--- config.mk ---
export PLATFORM = sky130hd
export DESIGN_NAME = div_seq_ctrl
export DESIGN_NICKNAME = d
export VERILOG_FILES = /design/src/rtl/div_pkg.sv /design/src/rtl/div_nr_step.sv /design/src/rtl/div_seq_ctrl.sv
export SDC_FILE = /design/constraint.sdc
export NUM_CORES = 1
export LEC_CHECK = 0
export BUFFER_PORTS_ARGS = -buffer_cell sky130_fd_sc_hd__buf_2
export CORE_MARGIN = 5
export CORE_UTILIZATION = 25
export DETAILED_ROUTE_END_ITERATION = 6
export HOLD_SLACK_MARGIN = 0.1
export PLACE_DENSITY_LB_ADDON = 0.05
export RECOVER_POWER = 25
export SYNTH_ARGS = -nofsm -noshare
export SYNTH_HDL_FRONTEND = slang
export SYNTH_HIERARCHICAL = 1
export SYNTH_SLANG_ARGS = --single-unit
--- constraint.sdc ---
create_clock -name clk -period 3.64 [get_ports clk]
set_clock_uncertainty 0.05 [all_clocks]
set_input_delay 0.364 -clock clk [delete_from_list [all_inputs] [get_ports clk]]
set_output_delay 0.364 -clock clk [all_outputs]
set_load 0.05 [all_outputs]
--- src/rtl/div_pkg.sv ---
// Shared definitions for the sequential non-restoring divider.
// Signed support in div_seq_ctrl is enabled with the DIV_SIGNED_EN macro.
package div_pkg;

    localparam int DIV_REG_SIZE = 32;
    localparam int DIV_CNT_W    = $clog2(DIV_REG_SIZE) + 1;
    localparam int DIV_LATENCY  = DIV_REG_SIZE + 2;

    typedef enum logic [1:0] {
        IDLE,
        CALC,
        FIX,
        DONE
    } div_state_e;

    function automatic int div_cnt_w(input int w);
        return $clog2(w) + 1;
    endfunction

endpackage

--- src/rtl/div_nr_step.sv ---
// One combinational non-restoring division step.
// The partial remainder is (W+1)-bit two's complement.
module div_nr_step #(
    parameter int W = 32
) (
    input  logic [W:0]   i_p,
    input  logic         i_q_msb,
    input  logic [W-1:0] i_d,
    output logic [W:0]   o_p_new,
    output logic         o_q_bit
);

    logic [W:0] w_s;
    logic [W:0] w_d;

    assign w_s = {i_p[W-1:0], i_q_msb};
    assign w_d = {1'b0, i_d};

    // Intermediate wrap of w_s is harmless: the true result always fits.
    assign o_p_new = i_p[W] ? (w_s + w_d) : (w_s - w_d);
    assign o_q_bit = ~o_p_new[W];

endmodule

--- src/rtl/div_seq_ctrl.sv ---
// Start/busy/done sequencer around the non-restoring divide step.
// Define DIV_SIGNED_EN to add the signed_op port and sign handling.
module div_seq_ctrl
    import div_pkg::*;
#(
    parameter int REG_SIZE = DIV_REG_SIZE
) (
    input  logic                clk,
    input  logic                rst_n,
    input  logic                start,
    input  logic [REG_SIZE-1:0] dividend,
    input  logic [REG_SIZE-1:0] divisor,
`ifdef DIV_SIGNED_EN
    input  logic                signed_op,
`endif
    output logic                busy,
    output logic                done,
    output logic [REG_SIZE-1:0] quotient,
    output logic [REG_SIZE-1:0] remainder,
    output logic                div_by_zero
);

    localparam int CNT_W = div_cnt_w(REG_SIZE);

    div_state_e r_state;
    div_state_e w_next;

    logic [REG_SIZE:0]   r_p;
    logic [REG_SIZE-1:0] r_q;
    logic [REG_SIZE-1:0] r_d;
    logic [CNT_W-1:0]    r_cnt;
    logic [REG_SIZE-1:0] r_quo;
    logic [REG_SIZE-1:0] r_rem;
    logic                r_dbz;
    logic                r_busy;
    logic                r_done;

    logic                w_d_zero;
    logic                w_last;
    logic [REG_SIZE:0]   w_p_new;
    logic                w_q_bit;
    logic [REG_SIZE-1:0] w_p_fix;
    logic [REG_SIZE-1:0] w_dvd_mag;
    logic [REG_SIZE-1:0] w_dvs_mag;
    logic [REG_SIZE-1:0] w_quo_fix;
    logic [REG_SIZE-1:0] w_rem_fix;

    assign w_d_zero = (divisor == '0);
    assign w_last   = (r_cnt == CNT_W'(REG_SIZE - 1));

    div_nr_step #(
        .W(REG_SIZE)
    ) u_step (
        .i_p     (r_p),
        .i_q_msb (r_q[REG_SIZE-1]),
        .i_d     (r_d),
        .o_p_new (w_p_new),
        .o_q_bit (w_q_bit)
    );

    // Corrected remainder is always below D, so REG_SIZE bits suffice.
    assign w_p_fix = r_p[REG_SIZE] ? (r_p[REG_SIZE-1:0] + r_d)
                                   : r_p[REG_SIZE-1:0];

`ifdef DIV_SIGNED_EN
    logic w_dvd_neg;
    logic w_dvs_neg;
    logic r_neg_q;
    logic r_neg_r;

    assign w_dvd_neg = signed_op & dividend[REG_SIZE-1];
    assign w_dvs_neg = signed_op & divisor[REG_SIZE-1];
    assign w_dvd_mag = w_dvd_neg ? (~dividend + 1'b1) : dividend;
    assign w_dvs_mag = w_dvs_neg ? (~divisor + 1'b1) : divisor;
    // MIN / -1 needs no special case: |MIN| / 1 negated wraps back to MIN.
    assign w_quo_fix = r_neg_q ? (~r_q + 1'b1) : r_q;
    assign w_rem_fix = r_neg_r ? (~w_p_fix + 1'b1) : w_p_fix;

    always_ff @(posedge clk or negedge rst_n) begin
        if (!rst_n) begin
            r_neg_q <= 1'b0;
            r_neg_r <= 1'b0;
        end else if (r_state == IDLE && start) begin
            r_neg_q <= w_dvd_neg ^ w_dvs_neg;
            r_neg_r <= w_dvd_neg;
        end
    end
`else
    assign w_dvd_mag = dividend;
    assign w_dvs_mag = divisor;
    assign w_quo_fix = r_q;
    assign w_rem_fix = w_p_fix;
`endif

    always_comb begin
        w_next = r_state;
        unique case (r_state)
            IDLE: begin
                if (start) begin
                    w_next = w_d_zero ? DONE : CALC;
                end
            end
            CALC: begin
                if (w_last) begin
                    w_next = FIX;
                end
            end
            FIX:     w_next = DONE;
            DONE:    w_next = IDLE;
            default: w_next = IDLE;
        endcase
    end

    always_ff @(posedge clk or negedge rst_n) begin
        if (!rst_n) begin
            r_state <= IDLE;
            r_busy  <= 1'b0;
            r_done  <= 1'b0;
        end else begin
            r_state <= w_next;
            r_busy  <= (w_next != IDLE);
            r_done  <= (w_next == DONE);
        end
    end

    always_ff @(posedge clk or negedge rst_n) begin
        if (!rst_n) begin
            r_p   <= '0;
            r_q   <= '0;
            r_d   <= '0;
            r_cnt <= '0;
            r_quo <= '0;
            r_rem <= '0;
            r_dbz <= 1'b0;
        end else begin
            unique case (r_state)
                IDLE: begin
                    if (start) begin
                        r_p   <= '0;
                        r_q   <= w_dvd_mag;
                        r_d   <= w_dvs_mag;
                        r_cnt <= '0;
                        if (w_d_zero) begin
                            r_quo <= '1;
                            r_rem <= dividend;
                            r_dbz <= 1'b1;
                        end
                    end
                end
                CALC: begin
                    r_p   <= w_p_new;
                    r_q   <= {r_q[REG_SIZE-2:0], w_q_bit};
                    r_cnt <= r_cnt + 1'b1;
                end
                FIX: begin
                    r_p   <= {1'b0, w_p_fix};
                    r_quo <= w_quo_fix;
                    r_rem <= w_rem_fix;
                    r_dbz <= 1'b0;
                end
                default: begin
                end
            endcase
        end
    end

    assign busy        = r_busy;
    assign done        = r_done;
    assign quotient    = r_quo;
    assign remainder   = r_rem;
    assign div_by_zero = r_dbz;

endmodule

==> flow_metrics.py, run 1 <==
metrics = {
    "placed_design": {
        "place_congestion": 0.859,
        "dp_cells": 2207,
        "dp_slack_ns": -0.396,
        "dpl-instance-area_sq_um": 14600,
        "dp_hpwl_microns": 35600,
        "port_buffers": 133,
    },
    "die": {
        "die_area_sq_um": 52500,
        "die_x_microns": 229,
        "die_h_microns": 229,
        "core_area_sq_um": 47600,
        "start_util": 0.252,
        "rows": 80,
        "io_pins": 134,
    },
    "sta": {
        "slew_violations": 71,
        "rsz0062_at_grt": "yes",
        "worst_pin_slew_ns": 2.06,
        "finalCriticalPeriod_ns": 3.95,
        "relSlewSlack": -0.370,
        "hold_viol_final": 0,
        "clock.fmax_mhz": 253,
        "setup_slack_ns": -0.309,
        "report.final.setup_viol": 12,
        "fin_crit_sh": 1.09,
    },
    "global_route": {
        "grt_pass1_vias": 11286,
        "grt_pass1_wl_microns": 70600,
        "grt-ovfl-total": 0,
        "grt_max_degree": 74,
        "antenna_found_initial": 1,
        "grt.total_usage": 0.174,
    },
    "layout": {
        "finalInstanceArea_sq_um": 16500,
        "drive_above_1_share": 0.307,
        "area.growth.synth_to_final_pct": 37.2,
        "antenna_cells": 0,
        "nets": 1835,
        "final_cells": 2325,
        "final_common_cell": "buf_4",
        "fin_util": 0.345,
        "final_cell_mix": "buf_4 (193), dfrtp_1 (171), buf_2 (133)",
    },
    "clock_network": {
        "clk_pin_slew_ns": 0.07,
        "htree_levels": 4,
        "clock_sink_count": 172,
        "cts_buffer_depth": 2,
        "cts-buffers-inserted": 17,
        "clockRootBuffer": "clkbuf_16",
        "tritoncts": "done",
        "insertion_delay_ns": 0.50,
    },
    "setup_path": {
        "critical_path_required_ns": 3.94,
        "end_kind": "flip-flop",
        "criticalPathCategory": "reg2reg",
        "critPathBufInv": 0,
        "cpMostUsedCell": "a21oi_2",
        "path_cells": "or4_4 > nor3_4 > and2_4 > a21oi_2 > xor2_1 > ha_1 > a21oi_2 > o21ai_2 > or3_4 > a31o_1 > a31oi_4 > a21oi_4 > a311o_2 > mux2i_1 > o21ai_1",
        "path_max_fanout": 6,
        "max_stage_delay_ns": 0.56,
        "cp_slowest_cell": "or4_4",
        "cpLargestDelayFamily": "compound AO/OA/AOI/OAI gates",
        "cp-start-kind": "flip-flop",
        "arrival_ns": 4.25,
    },
    "synth": {
        "synthAdderAreaFrac": 0.0753,
        "ys_ff_latch": 172,
        "yosys.area_share.simple": 0.153,
        "synth_top_family_by_area": "compound AO/OA/AOI/OAI gates",
        "seq_area_frac_synth": 0.359,
        "synth_xor_area_frac": 0.0628,
        "synthTopCellsByArea": "dfrtp_1 (36%), ha_1 (7.2%), a21oi_1 (4.7%)",
        "ys_warn_count": 6,
        "synth_fp_nets": 1503,
        "syn-instance-count": 1365,
        "yosysTopAreaCell": "dfrtp_1",
        "netlist_area_sq_um": 12000,
        "yosys.area.top_type_share": 0.359,
        "synth_compound_area_frac": 0.229,
        "synth.area.mux_share": 0.0771,
        "avgSynthCellArea_sq_um": 8.79,
        "async_reset_ff_frac": 1.00,
        "synth_top_flop_cell": "dfrtp_1",
        "ys_types": 81,
        "synth_edf_count": 0,
    },
    "detailed_routing": {
        "post-route-drc-count": 0,
        "postRouteAntennaNets": 0,
        "routed_wl_microns": 45700,
        "dr.pass1.iters": 5,
        "vias_per_cell": 4.85,
        "avgRoutedWirePerCell_microns": 19.7,
        "vias": 11285,
        "drt-initial-drc-count": 614,
    },
    "outcome": {
        "outcome": "finished with violations",
        "failed_checks": "max-capacitance violations, max-slew violations, negative setup slack",
    },
    "pwr": {
        "powerDensity_nw_per_um2": 954,
        "power_mw": 15.7,
        "power_leakage_nw": 7.53,
        "vdd_drop_max_uv": 436,
    },
    "job": {
        "maxCapViolations": 1,
    },
    "hold_path": {
        "worst_hold_path_type": "in2reg",
    },
}
synthesized netlist by cell type, drive strengths merged, types with 5 or more instances:
cell type  number
a211oi          7
a21o           34
a21oi         112
a22oi          29
a31oi          43
a32oi           9
and2           10
and3            8
buf            15
clkbuf         68
dfrtp         172
ha             69
inv            53
mux2           43
mux2i          44
nand2         136
nand2b          8
nand3          23
nand4          11
nor2          109
nor2b          12
nor3           12
nor4           21
o211ai          8
o21a            8
o21ai         126
o21bai          5
or3             6
xnor2          29
xor2           57
worst register-to-register path: stages (launching register included):
cell,delay [ns]
dfrtp_1,0.37
or4_4,0.56
nor3_4,0.14
and2_4,0.21
a21oi_2,0.07
xor2_1,0.15
ha_1,0.36
a21oi_2,0.15
o21ai_2,0.07
or3_4,0.39
a31o_1,0.25
a31oi_4,0.22
a21oi_4,0.11
a311o_2,0.47
mux2i_1,0.17
o21ai_1,0.07
final timing paths:
| path | cells after the start | from | slack (ns) | to |
|---|---|---|---|---|
| min | 2 | divisor[17] | 0.13 | r_d[17] |
| min in group asynchronous | 2 | rst_n | 0.95 | quotient[3] |
| min reg2reg | 2 | remainder[1] | 0.42 | remainder[1] |
| max | 15 | r_d[7] | -0.31 | r_q[0] |
| max in group asynchronous | 3 | rst_n | 0.46 | r_p[32] |
| max reg2reg | 15 | r_d[7] | -0.31 | r_q[0] |
state kept, by name (all words and copies together) (netlist names):
register and cells:
busy 1, div_by_zero 1, done 1, quotient 32, r_cnt 6, r_d 32, r_p 33, r_q 32
r_state 2, remainder 32
metrics by stage:
stage,setup TNS (ns),hold WS [ns]
finish,-1.95,0.126
CTS,-1.65,0.103
floorplan,-0.0214,0.0184
global route,-7.07,0.128
global placement,-2.79,0.400
detailed placement,-3.09,0.406
logic make-up after synthesis:
| logic type | count (synthesis) |
|---|---|
| AOI/OAI and AO/OA | 436 |
| buffers and inverters | 136 |
| DFF | 172 |
| and+or+nand+nor | 377 |
| muxes | 87 |
| adders and majority gates | 71 |
| xor gates and xnor gates | 86 |
area by class of cell:
class	count	area [sq um]
clock buffer	20	457
clock inverter	12	158
fill	4983	31200
inverter	53	199
multi-input combinational	1057	7710
sequential	172	4310
tap	615	769
timing repair buffer	396	2860
what timing repair did:
action	CTS	global route
resized for setup	35	71
hold buffers	56	0
pin swaps	25	48
endpoints found under the setup margin	17	23
endpoints found under the hold margin	123	0
buffers inserted	16	16
layer usage:
| layer | wire (microns) | vias to the layer above | track usage | part of all wire |
|---|---|---|---|---|
| met4 | 709 | 2 | 0.0434 | 0.015 |
| met1 | 23400 | 5415 | 0.259 | 0.51 |
| met5 | 20 | - | 0 | 0.00044 |
| met3 | 1940 | 36 | 0.0349 | 0.042 |
| li1 | - | 5615 | - | - |
| met2 | 19700 | 217 | 0.258 | 0.43 |
power by group:
group	internal, mW	leakage, nW	switching [mW]
Combinational	4.95	5.11	5.73
Clock	1.12	0.306	0.902
Sequential	2.43	2.11	0.576
Total	8.50	7.53	7.21
No activity file was read; power rests on OpenSTA's default activity.
==> run 2: changes to the inputs <==
--- a/config.mk
+++ b/config.mk
@@ -5,13 +5,14 @@
 export SDC_FILE = /design/constraint.sdc
 export NUM_CORES = 1
 export LEC_CHECK = 0
-export BUFFER_PORTS_ARGS = -buffer_cell sky130_fd_sc_hd__buf_2
 export CORE_MARGIN = 5
 export CORE_UTILIZATION = 25
 export DETAILED_ROUTE_END_ITERATION = 6
+export DONT_BUFFER_PORTS = 1
 export HOLD_SLACK_MARGIN = 0.1
 export PLACE_DENSITY_LB_ADDON = 0.05
 export RECOVER_POWER = 25
+export REMOVE_ABC_BUFFERS = 1
 export SYNTH_ARGS = -nofsm -noshare
 export SYNTH_HDL_FRONTEND = slang
 export SYNTH_HIERARCHICAL = 1
==> flow_metrics.py, run 2 (same netlist as run 1, synthesis figures left out) <==
metrics = {
    "clock_network": {
        "cts-buffers-inserted": 17,
        "cts_buffer_depth": 2,
        "htree_levels": 4,
        "clock_sink_count": 172,
        "clockRootBuffer": "clkbuf_16",
        "clk_pin_slew_ns": 0.08,
        "tritoncts": "done",
        "insertion_delay_ns": 0.49,
        "hold_buffers": 64,
    },
    "job": {
        "maxCapViolations": 0,
    },
    "layout": {
        "final_common_cell": "buf_4",
        "nets": 1685,
        "largest_reg_flops": 33,
        "antenna_cells": 0,
        "top_register": "r_p",
        "final_cells": 2174,
        "area.growth.synth_to_final_pct": 29.6,
        "drive_above_1_share": 0.225,
        "final_cell_mix": "buf_4 (172), dfrtp_1 (171), nand2_1 (132)",
    },
    "setup_path": {
        "r2r_slack_ns": -0.18,
        "timing.rr.start": "r_d[6]",
        "reg2reg_to": "r_q[0]",
        "arrival_ns": 4.14,
        "critical_path_required_ns": 3.96,
        "ff2ff_path_depth": 18,
        "criticalPathCategory": "reg2reg",
        "end_kind": "flip-flop",
        "path_max_fanout": 5,
        "setup.worst_path.start": "r_d[6]",
        "cp-start-kind": "flip-flop",
    },
    "outcome": {
        "outcome": "finished with violations",
        "failed_checks": "negative hold slack, negative setup slack",
    },
    "sta": {
        "tns_ns": -1.03,
        "setup_slack_ns": -0.177,
        "relSlewSlack": 0.231,
        "fin_crit_sh": 1.05,
        "rsz0062_at_grt": "yes",
        "slew_violations": 0,
        "report.final.setup_viol": 12,
        "hold_viol_final": 172,
        "worst_pin_slew_ns": 1.15,
        "clock.fmax_mhz": 262,
        "finalCriticalPeriod_ns": 3.82,
        "worst_hold_slack_ns": -0.473,
    },
    "placed_design": {
        "port_buffers": 0,
        "place_congestion": 0.860,
        "dp_cells": 2066,
        "dp_hpwl_microns": 34500,
    },
    "detailed_routing": {
        "post-route-drc-count": 0,
        "dr.pass1.iters": 5,
        "vias_per_cell": 5.00,
        "vias": 10862,
        "routed_wl_microns": 45200,
        "avgRoutedWirePerCell_microns": 20.8,
        "drt-initial-drc-count": 584,
        "postRouteAntennaNets": 0,
    },
    "die": {
        "die_area_sq_um": 52500,
        "die_x_microns": 229,
        "rows": 80,
        "core_area_sq_um": 47600,
        "start_util": 0.252,
        "io_pins": 134,
        "die_h_microns": 229,
    },
    "global_route": {
        "antenna_found_initial": 0,
        "grt_max_degree": 173,
        "grt.total_usage": 0.173,
        "grt-ovfl-total": 0,
        "grt_pass1_wl_microns": 69500,
        "grt_pass1_vias": 10871,
    },
    "pwr": {
        "powerDensity_nw_per_um2": 975,
        "power_leakage_nw": 6.85,
        "vdd_drop_max_uv": 480,
    },
    "hold_path": {
        "worst_hold_path_type": "in2async",
    },
}
[run 2: cell count changes in the layout (fill, tap and decap cells not counted), moves of 3 or more]
cell           change
a21oi_1            +9
a21oi_2            -7
buf_12             -3
buf_2            -133
buf_4             -21
clkinv_2           -3
clkinvlp_4         +3
dlygate4sd3_1      +8
o21ai_0            +3
xnor2_2            -3
[run 2: worst max path at each step]
stage / to / slack [ns] / depth (start not counted)
floorplan: remainder[21] / -1.33 / 9
global placement: r_q[0] / -0.54 / 16
detailed placement: r_q[0] / -0.56 / 16
CTS: r_p[30] / -0.26 / 17
global route: r_p[27] / -0.42 / 19
finish: r_q[0] / -0.18 / 18
[run 2: report_power, final]
| part | switching [mW] | internal, mW | total [mW] |
|---|---|---|---|
| Combinational | 5.44 | 4.66 | 10.1 |
| Sequential | 0.614 | 2.42 | 3.04 |
| Clock | 0.908 | 1.10 | 2.01 |
| Total | 6.97 | 8.19 | 15.2 |
[run 2: what timing repair did]
action	CTS	global route
setup buffers	5	9
resized for setup	35	61
endpoints found under the setup margin	19	24
endpoints found under the hold margin	262	172
pin swaps	27	35
[run 2: through the flow]
stage	util	instance area (sq um)	power, mW	setup slack, ns
after floorplan	-	11700	8.52	-1.33
after global routing	0.326	15500	16.4	-0.422
after CTS	0.319	15200	14.7	-0.260
after detailed placement	0.289	13800	12.3	-0.565
final	0.326	15500	15.2	-0.177
after global placement	0.289	13800	12.4	-0.535
[run 2: worst max-delay path: stages (launching register included)]
cell and delay [ns]:
dfrtp_1 0.38, buf_4 0.17, nor4_4 0.37, nand4b_4 0.19
nor4_2 0.17, nor2_1 0.08, xor2_1 0.14, ha_1 0.33
buf_6 0.13, nand4_1 0.09, nor2_1 0.06, or3_4 0.37
a31o_1 0.21, a31oi_4 0.21, a21oi_4 0.10, buf_6 0.13
a311o_1 0.31, mux2i_1 0.13, o21ai_1 0.07
[run 2: area by class of cell]
| type | instances | area (sq um) |
|---|---|---|
| Clock inverter | 11 | 159 |
| Timing Repair Buffer | 246 | 2050 |
| Multi-Input combinational cell | 1057 | 7610 |
| Sequential cell | 172 | 4310 |
| Tap cell | 615 | 769 |
| Clock buffer | 20 | 447 |
| Inverter | 53 | 199 |
| Fill cell | 5012 | 32100 |
[run 2: layer usage]
metal / part of all wire / global-route usage / vias to the layer above / wire [microns]
li1: - / - / 5323 / -
met1: 0.50 / 0.254 / 5313 / 22800
met2: 0.44 / 0.259 / 197 / 19900
met3: 0.044 / 0.0358 / 29 / 1980
met4: 0.012 / 0.0415 / 0 / 529
met5: 0 / 0 / - / 0
